`config.mk`:
```
export PLATFORM = sky130hd
export DESIGN_NAME = gpio_apb_irq
export DESIGN_NICKNAME = d
export VERILOG_FILES = /design/src/rtl/gpio_apb_irq.sv
export SDC_FILE = /design/constraint.sdc
export NUM_CORES = 1
export LEC_CHECK = 0
export ABC_AREA = 1
export BUFFER_PORTS_ARGS = -buffer_cell sky130_fd_sc_hd__buf_2
export CAP_MARGIN = 20
export CORE_ASPECT_RATIO = 1.5
export CORE_MARGIN = 8
export CORE_UTILIZATION = 55
export CTS_BUF_LIST = sky130_fd_sc_hd__clkbuf_8
export CTS_CLUSTER_DIAMETER = 150
export CTS_CLUSTER_SIZE = 8
export DETAILED_ROUTE_END_ITERATION = 12
export MAX_ROUTING_LAYER = met4
export PLACE_DENSITY = 0.87
export SLEW_MARGIN = 20
export SYNTH_ARGS = -nofsm -noshare
export SYNTH_HDL_FRONTEND = slang
export SYNTH_SLANG_ARGS = --single-unit
```
`constraint.sdc`:
```
create_clock -name pclk -period 4.6 [get_ports pclk]
set_input_delay 0.92 -clock pclk [delete_from_list [all_inputs] [get_ports pclk]]
set_output_delay 0.92 -clock pclk [all_outputs]
set_load 0.02 [all_outputs]
```
`src/rtl/gpio_apb_irq.sv`:
```
// Purpose: APB GPIO slave with synchronised inputs, atomic set/clear/toggle of outputs and edge-detect interrupts.
// Latency: writes land on the access-phase edge, reads are combinational, and a pin edge sets status SYNC_STAGES+1 edges later.
// Backpressure: none, because pready_o is tied high; illegal accesses get pslverr_o and change no state.
module gpio_apb_irq #(
    parameter int GPIO_W      = 8,
    parameter int SYNC_STAGES = 2
) (
    input  logic              pclk,
    input  logic              preset,
    input  logic              psel_i,
    input  logic              penable_i,
    input  logic [5:0]        paddr_i,
    input  logic              pwrite_i,
    input  logic [31:0]       pwdata_i,
    output logic [31:0]       prdata_o,
    output logic              pready_o,
    output logic              pslverr_o,
    input  logic [GPIO_W-1:0] gpio_i,
    output logic [GPIO_W-1:0] gpio_o,
    output logic [GPIO_W-1:0] gpio_oe,
    output logic              irq_o
);

    // Register offsets
    localparam logic [5:0] A_DIR      = 6'h00;
    localparam logic [5:0] A_OUT      = 6'h04;
    localparam logic [5:0] A_IN       = 6'h08;
    localparam logic [5:0] A_OUT_SET  = 6'h0C;
    localparam logic [5:0] A_OUT_CLR  = 6'h10;
    localparam logic [5:0] A_OUT_TGL  = 6'h14;
    localparam logic [5:0] A_IRQ_EN   = 6'h18;
    localparam logic [5:0] A_IRQ_RISE = 6'h1C;
    localparam logic [5:0] A_IRQ_FALL = 6'h20;
    localparam logic [5:0] A_IRQ_STAT = 6'h24;

    // The suppression counter saturates at SYNC_STAGES+1. That is long enough for the
    // synchroniser and prev flop to fill with the real pin levels after reset.
    localparam int                 CNT_W      = $clog2(SYNC_STAGES + 2);
    localparam logic [CNT_W-1:0]   SUP_CYCLES = CNT_W'(SYNC_STAGES + 1);

    logic [GPIO_W-1:0] r_dir;
    logic [GPIO_W-1:0] r_out;
    logic [GPIO_W-1:0] r_irq_en;
    logic [GPIO_W-1:0] r_irq_rise;
    logic [GPIO_W-1:0] r_irq_fall;
    logic [GPIO_W-1:0] r_irq_stat;
    logic [GPIO_W-1:0] r_sync [SYNC_STAGES];
    logic [GPIO_W-1:0] r_prev;
    logic [CNT_W-1:0]  r_sup_cnt;
    logic              r_irq;

    logic              w_err;
    logic              w_wr;
    logic [GPIO_W-1:0] w_wdat;
    logic [GPIO_W-1:0] w_in;
    logic [GPIO_W-1:0] w_rise;
    logic [GPIO_W-1:0] w_fall;
    logic [GPIO_W-1:0] w_evt;
    logic [GPIO_W-1:0] w_stat_clr;
    logic [GPIO_W-1:0] w_rd_dat;
    logic              w_edge_ok;
    logic              w_unused;

    // Error response. Accesses are flagged if they are misaligned, fall beyond the last
    // register, or write to the read-only IN register.
    assign w_err = psel_i & penable_i &
                   ((paddr_i[1:0] != 2'b00) | (paddr_i > A_IRQ_STAT) |
                    (pwrite_i & (paddr_i == A_IN)));

    assign w_wr      = psel_i & penable_i & pwrite_i & ~w_err;
    assign w_wdat    = pwdata_i[GPIO_W-1:0];
    // Upper data bits beyond GPIO_W are deliberately ignored.
    assign w_unused  = ^pwdata_i;

    assign pslverr_o = w_err;
    assign pready_o  = 1'b1;
    assign gpio_o    = r_out;
    assign gpio_oe   = r_dir;
    assign irq_o     = r_irq;

    // Edge detection runs on synchronised data. Events are gated until the post-reset
    // settling window has passed.
    assign w_in       = r_sync[SYNC_STAGES-1];
    assign w_edge_ok  = (r_sup_cnt == SUP_CYCLES);
    assign w_rise     = w_in & ~r_prev;
    assign w_fall     = ~w_in & r_prev;
    assign w_evt      = w_edge_ok ? ((w_rise & r_irq_rise) | (w_fall & r_irq_fall)) : '0;
    assign w_stat_clr = (w_wr && (paddr_i == A_IRQ_STAT)) ? w_wdat : '0;

    // Input synchroniser chain and one-cycle delayed copy used for edge detection
    always_ff @(posedge pclk) begin
        if (preset) begin
            for (int i = 0; i < SYNC_STAGES; i++) begin
                r_sync[i] <= '0;
            end
            r_prev <= '0;
        end else begin
            r_sync[0] <= gpio_i;
            for (int i = 1; i < SYNC_STAGES; i++) begin
                r_sync[i] <= r_sync[i-1];
            end
            r_prev <= w_in;
        end
    end

    // Post-reset edge suppression counter, saturating
    always_ff @(posedge pclk) begin
        if (preset) begin
            r_sup_cnt <= '0;
        end else if (r_sup_cnt != SUP_CYCLES) begin
            r_sup_cnt <= r_sup_cnt + 1'b1;
        end
    end

    // Control registers and atomic OUT updates, committed in the access phase
    always_ff @(posedge pclk) begin
        if (preset) begin
            r_dir      <= '0;
            r_out      <= '0;
            r_irq_en   <= '0;
            r_irq_rise <= '0;
            r_irq_fall <= '0;
        end else if (w_wr) begin
            case (paddr_i)
                A_DIR:      r_dir      <= w_wdat;
                A_OUT:      r_out      <= w_wdat;
                A_OUT_SET:  r_out      <= r_out | w_wdat;
                A_OUT_CLR:  r_out      <= r_out & ~w_wdat;
                A_OUT_TGL:  r_out      <= r_out ^ w_wdat;
                A_IRQ_EN:   r_irq_en   <= w_wdat;
                A_IRQ_RISE: r_irq_rise <= w_wdat;
                A_IRQ_FALL: r_irq_fall <= w_wdat;
                default:    ;
            endcase
        end
    end

    // Sticky status. A new event in the same cycle as a W1C keeps the bit set.
    always_ff @(posedge pclk) begin
        if (preset) begin
            r_irq_stat <= '0;
        end else begin
            r_irq_stat <= (r_irq_stat & ~w_stat_clr) | w_evt;
        end
    end

    // Registered interrupt level from pending, enabled status
    always_ff @(posedge pclk) begin
        if (preset) begin
            r_irq <= 1'b0;
        end else begin
            r_irq <= |(r_irq_stat & r_irq_en);
        end
    end

    // Combinational read mux. Write-only and unmapped offsets read as zero.
    always_comb begin
        w_rd_dat = '0;
        if (psel_i && !pwrite_i) begin
            case (paddr_i)
                A_DIR:      w_rd_dat = r_dir;
                A_OUT:      w_rd_dat = r_out;
                A_IN:       w_rd_dat = w_in;
                A_IRQ_EN:   w_rd_dat = r_irq_en;
                A_IRQ_RISE: w_rd_dat = r_irq_rise;
                A_IRQ_FALL: w_rd_dat = r_irq_fall;
                A_IRQ_STAT: w_rd_dat = r_irq_stat;
                default:    w_rd_dat = '0;
            endcase
        end
    end

    // Zero-extend read data onto the 32-bit bus
    always_comb begin
        prdata_o = '0;
        prdata_o[GPIO_W-1:0] = w_rd_dat;
    end

endmodule

```
---- Word-level counts from Yosys, hierarchy flattened ----
Memory sizes are Yosys's and may differ from the RTL's.
Cells that the tools add are included.
word-level totals
  memories kept ........................... 1
  latch bits .............................. 0
  RAM bits ................................ 16
  register bits ........................... 59
  bits in read-only memories .............. 0
memory list
  memory  depth  bits a word  read ports  clocked after Yosys merged registers in  write ports  RTL line  source
  r_sync  2      8            2           0                                        2            47        logic [GPIO_W-1:0] r_sync [SYNC_STAGES];
operators by class
  add/sub/neg operators ................... 1
  order comparisons ....................... 1
  muxes and demuxes ....................... 10
  reduce and logical (&&, ||, !) cells .... 12
  shift operators ......................... 0
  bitwise logic cells ..................... 25
  multiply operators ...................... 0
  div/mod/pow operators ................... 0
  equality and inequality tests ........... 11
operators by type and width
  operator                                                                count
  8-bit AND                                                               7
  8-bit case mux with 7 select lines                                      1
  8-bit 2-to-1 mux                                                        5
  8-bit inverter                                                          4
  8-bit case mux with 4 select lines                                      1
  6-bit by 5-bit equality test with 1-bit output (second input constant)  4
  8-bit OR                                                                3
  6-bit by 4-bit equality test with 1-bit output (second input constant)  2
  6-bit equality test (second input constant)                             2
  2-bit AND reduction                                                     5
  8-bit OR reduction                                                      1
  8-bit bitwise XOR                                                       1
  6-bit by 3-bit equality test with 1-bit output (second input constant)  1
  6-bit greater-than comparator (second input constant)                   1
  6-bit zero test                                                         1
  1-bit AND                                                               5
  1-bit OR                                                                4
  4-bit nonzero test                                                      1
  1-bit 2-to-1 mux                                                        3
  2-bit by 1-bit adder with 2-bit output (second input constant)          1
  2-bit equality test (second input constant)                             1
  1-bit logical AND                                                       2
  2-bit inequality test (second input constant)                           1
  2-bit nonzero test                                                      1
  other kinds (2)                                                         2

---- Depth between registers and ports, before layout ----
  word-level depth ........................ 11
  mapped depth ............................ 9
  mapped depth without buffers ............ 9

---- Worst setup path after synthesis ----
No wires, ideal clock.
  kind .................................... in2out
  start ................................... input port paddr_i[1]
  end ..................................... output port pslverr_o
  required time ........................... 3.680 ns
  stages on the path ...................... 5
  data arrival time ....................... 2.148 ns
  path buffers ............................ 2
  setup slack ............................. 1.532 ns
  cell sequence ........................... nor2_1 > buf_6 > nand3_4 > buf_2 > o31ai_1
on the way
  longest elaborated chain between the ends .. 4
  elaborated cells on any way between the ends .. 7
  those cells by class .................... order compare (1); eq/ne (1); bitwise (4); reduce/logical (1)
RTL lines
  item                                                   RTL line  source
  start: declaration                                     12        input logic [5:0] paddr_i,
  6-bit greater-than comparator (tied with other cells)  67        ((paddr_i[1:0] != 2'b00) | (paddr_i > A_IRQ_STAT) |
  1-bit OR or 1-bit AND (tied branches)                  67, 68
  1-bit OR (*)                                           67
  1-bit AND (*)                                          66        assign w_err = psel_i & penable_i &
  end: declaration                                       17        output logic pslverr_o,
Every way passes the cells marked *; elsewhere a longest branch is shown, timed or not.

---- Worst setup path after layout ----
  start ................................... input port paddr_i[1]
  end ..................................... output port prdata_o[3]
on the way
  longest elaborated chain between the ends .. 3
  elaborated cells on any way between the ends .. 9
  those cells by class .................... eq/ne (6); mux (2); reduce/logical (1)
RTL lines
  item                                         RTL line  source
  6-bit equality test (tied with other cells)  160       case (paddr_i)
  8-bit case mux with 7 select lines (*)       160
  8-bit 2-to-1 mux (*)                         159       if (psel_i && !pwrite_i) begin
  end: declaration                             15        output logic [31:0] prdata_o,
Marked as above.

==> impl_metrics.json <==
{
  "status": "finished, final reports clean",
  "synth_area_per_cell_um2": 6.95,
  "grt_max_degree": 35,
  "worst_slew_pin_slew_ns": 0.732,
  "seq_area_frac_synth_pct": 35.4,
  "port_buffers": 52,
  "core_area_um2": 7560,
  "start_util_pct": 56.1,
  "period_needed_ns": 3.86,
  "rows": 39,
  "critPathKind": "in2out",
  "drive_gt1_share_pct": 15.1,
  "synth_compound_area_share_pct": 7.99,
  "cp_max_fo": 11,
  "rsz0062_at_grt": "false",
  "leakagePower_nw": 2.30,
  "synthXorXnorAreaFrac_pct": 0,
  "start_kind": "input pin",
  "routed_wl_um": 10600,
  "crit_arrival_ns": 2.94,
  "antenna_found_initial": 0,
  "grt_overflow": 0,
  "synth_top_family_by_area": "simple AND/OR/NAND/NOR gates",
  "fin_tns_setup_ns": 0,
  "drcViolationCount": 0,
  "nets": 725,
  "n_antenna_cell": 0,
  "via_count": 3947,
  "grt_usage_pct": 20.7,
  "skew_ns": 0.00672,
  "hp-class": "reg2reg",
  "period_share_pct": 83.9,
  "synth_area_leaders": "dfxtp_1 (35%), nor2_1 (13%), nand2_1 (9.8%)",
  "yosys.area.top_type": "dfxtp_1",
  "max-slew-margin-rel_pct": 51.0,
  "hold_ws_ns": 0.402,
  "synth_cells": 611,
  "yosys_register_bits": 75,
  "cts_setup_buffers": 0,
  "netlist.area_leader.share_pct": 35.4,
  "max-vdd-ir-drop_mv": 0.188,
  "power_per_cell_area_nw_per_um2": 281,
  "area_delta_synth_final_pct": 8.37,
  "critPathCaptureType": "output pin",
  "drt_iter0_drc": 399,
  "gp_congestion": 0.930,
  "via_per_inst": 5.17,
  "insertion_delay_ns": 0.36,
  "drv_cap": 0,
  "final_common_cell": "nor2_1",
  "htree_num_levels": 3,
  "num_io_pins": 102,
  "ys.flop_type": "dfxtp_1",
  "ctsRootBufferMaster": "clkbuf_8",
  "cts_tree": "built",
  "synthMuxAreaShare_pct": 0,
  "hold_buffers": 0,
  "cts_buffers": 9,
  "synth-simple-area-share_pct": 35.5,
  "die_h_um": 124,
  "ys_async_sr_fraction_pct": 0,
  "finalHoldViolations": 0,
  "synth-adder-area-share_pct": 5.01,
  "grt_pass1_vias": 3785,
  "die_w_um": 87.7,
  "cts_buffer_depth": 2,
  "fmax_ghz": 0.259,
  "firstDrtPassIters": 5,
  "clk_pin_slew_ns": 0.07,
  "grt_pass1_wl_um": 17000,
  "cts.sinks": 75,
  "mostFrequentLayoutCells": "nor2_1 (144), nand2_1 (111), inv_1 (90)",
  "slew_viol_final": 0,
  "netlist_area_um2": 4240,
  "wl_per_cell_um": 13.9,
  "synth_edf_count": 0,
  "cp.required_ns": 3.68,
  "yosys_warnings": 0,
  "dpl.hpwl_um": 7700,
  "synth_cell_types": 29,
  "finalSetupViolations": 0,
  "die_area_um2": 10800,
  "ctsResizeCount": 0,
  "final_antenna_net_count": 0
}
[report_power, final]
part | switching (W) | internal [W]
logic | 0.0000921 | 0.0000286
registers | 0.00000516 | 0.000662
clock network | 0.000242 | 0.000262
total | 0.000340 | 0.000952
[cells by family after synthesis]
group / Yosys count
adder cells (fa/ha/maj): 17
buffers and inverters: 134
other: 2
AO/OA/AOI/OAI: 58
AND/OR/NAND/NOR: 325
flip-flops: 75
[cell type report]
class | instances | area, um^2
fillers | 690 | 2960
flip-flops and latches | 75 | 1500
clock buffers | 10 | 138
well taps | 102 | 128
repair buffers | 55 | 283
clock inverters | 6 | 56.3
inverters | 91 | 342
multi-input cells | 425 | 2150
[routing by layer]
layer / vias to the layer above / GRT usage (%) / part of all wire (%)
met5: - / - / 0
met4: 0 / 15.0 / 3.9
met3: 36 / 4.89 / 8.1
met2: 194 / 33.2 / 49
met1: 1769 / 21.9 / 39
li1: 1948 / - / -
[critical path, stage by stage]
cell and delay, ns:
buf_2 0.09, nor2_1 0.57, buf_4 0.28, nand3_1 0.34, nor2_1 0.20, nor2_1 0.08
nand3_1 0.10, nor2_1 0.06, nor2_1 0.11, buf_2 0.18
[cells in the mapped netlist, types with 2 or more instances]
cell,n
nand4_4,5
clkbuf_1,6
inv_1,88
nand4_1,16
a21oi_1,19
buf_4,25
nor2_2,4
nor3_1,4
inv_2,3
nand3_1,22
conb_1,2
buf_2,2
o21ai_0,14
nand3_4,2
nand3_2,4
buf_6,9
a221oi_1,2
dfxtp_1,75
or2_2,7
ha_1,17
nor2_4,5
nand2_1,111
o31ai_1,9
o22ai_1,12
nor2_1,144
[sequential cells by signal (all words and copies together), names as in the netlist]
signal,cells
irq_o,1
r_prev,8
r_sup_cnt,2
r_irq_en,8
gpio_o,8
r_sync,16
gpio_oe,8
r_irq_stat,8
r_irq_rise,8
r_irq_fall,8
[final timing paths]
kind | from | endpoint | slack (ns) | cells after the start
worst min register to register | r_sync[0][6] | r_sync[0][14] | 0.40 | 2
worst min-delay path | r_sync[0][6] | r_sync[0][14] | 0.40 | 2
worst max register to register | r_sup_cnt[0] | r_sup_cnt[0] | 3.34 | 4
worst max-delay path | paddr_i[1] | prdata_o[3] | 0.74 | 10
[through the flow]
step	instances	util [%]	area [um^2]	power (W)	worst slack (ns)
finish	764	60.8	4600	0.00129	0.740
global route	764	60.8	4600	0.00135	0.641
CTS	764	60.8	4600	0.00130	0.796
detailed placement	748	58.2	4410	0.000800	0.825
global placement	748	58.2	4410	0.000795	0.872
floorplan	634	-	4330	0.000781	1.53
(Power assumes the default switching activity.)
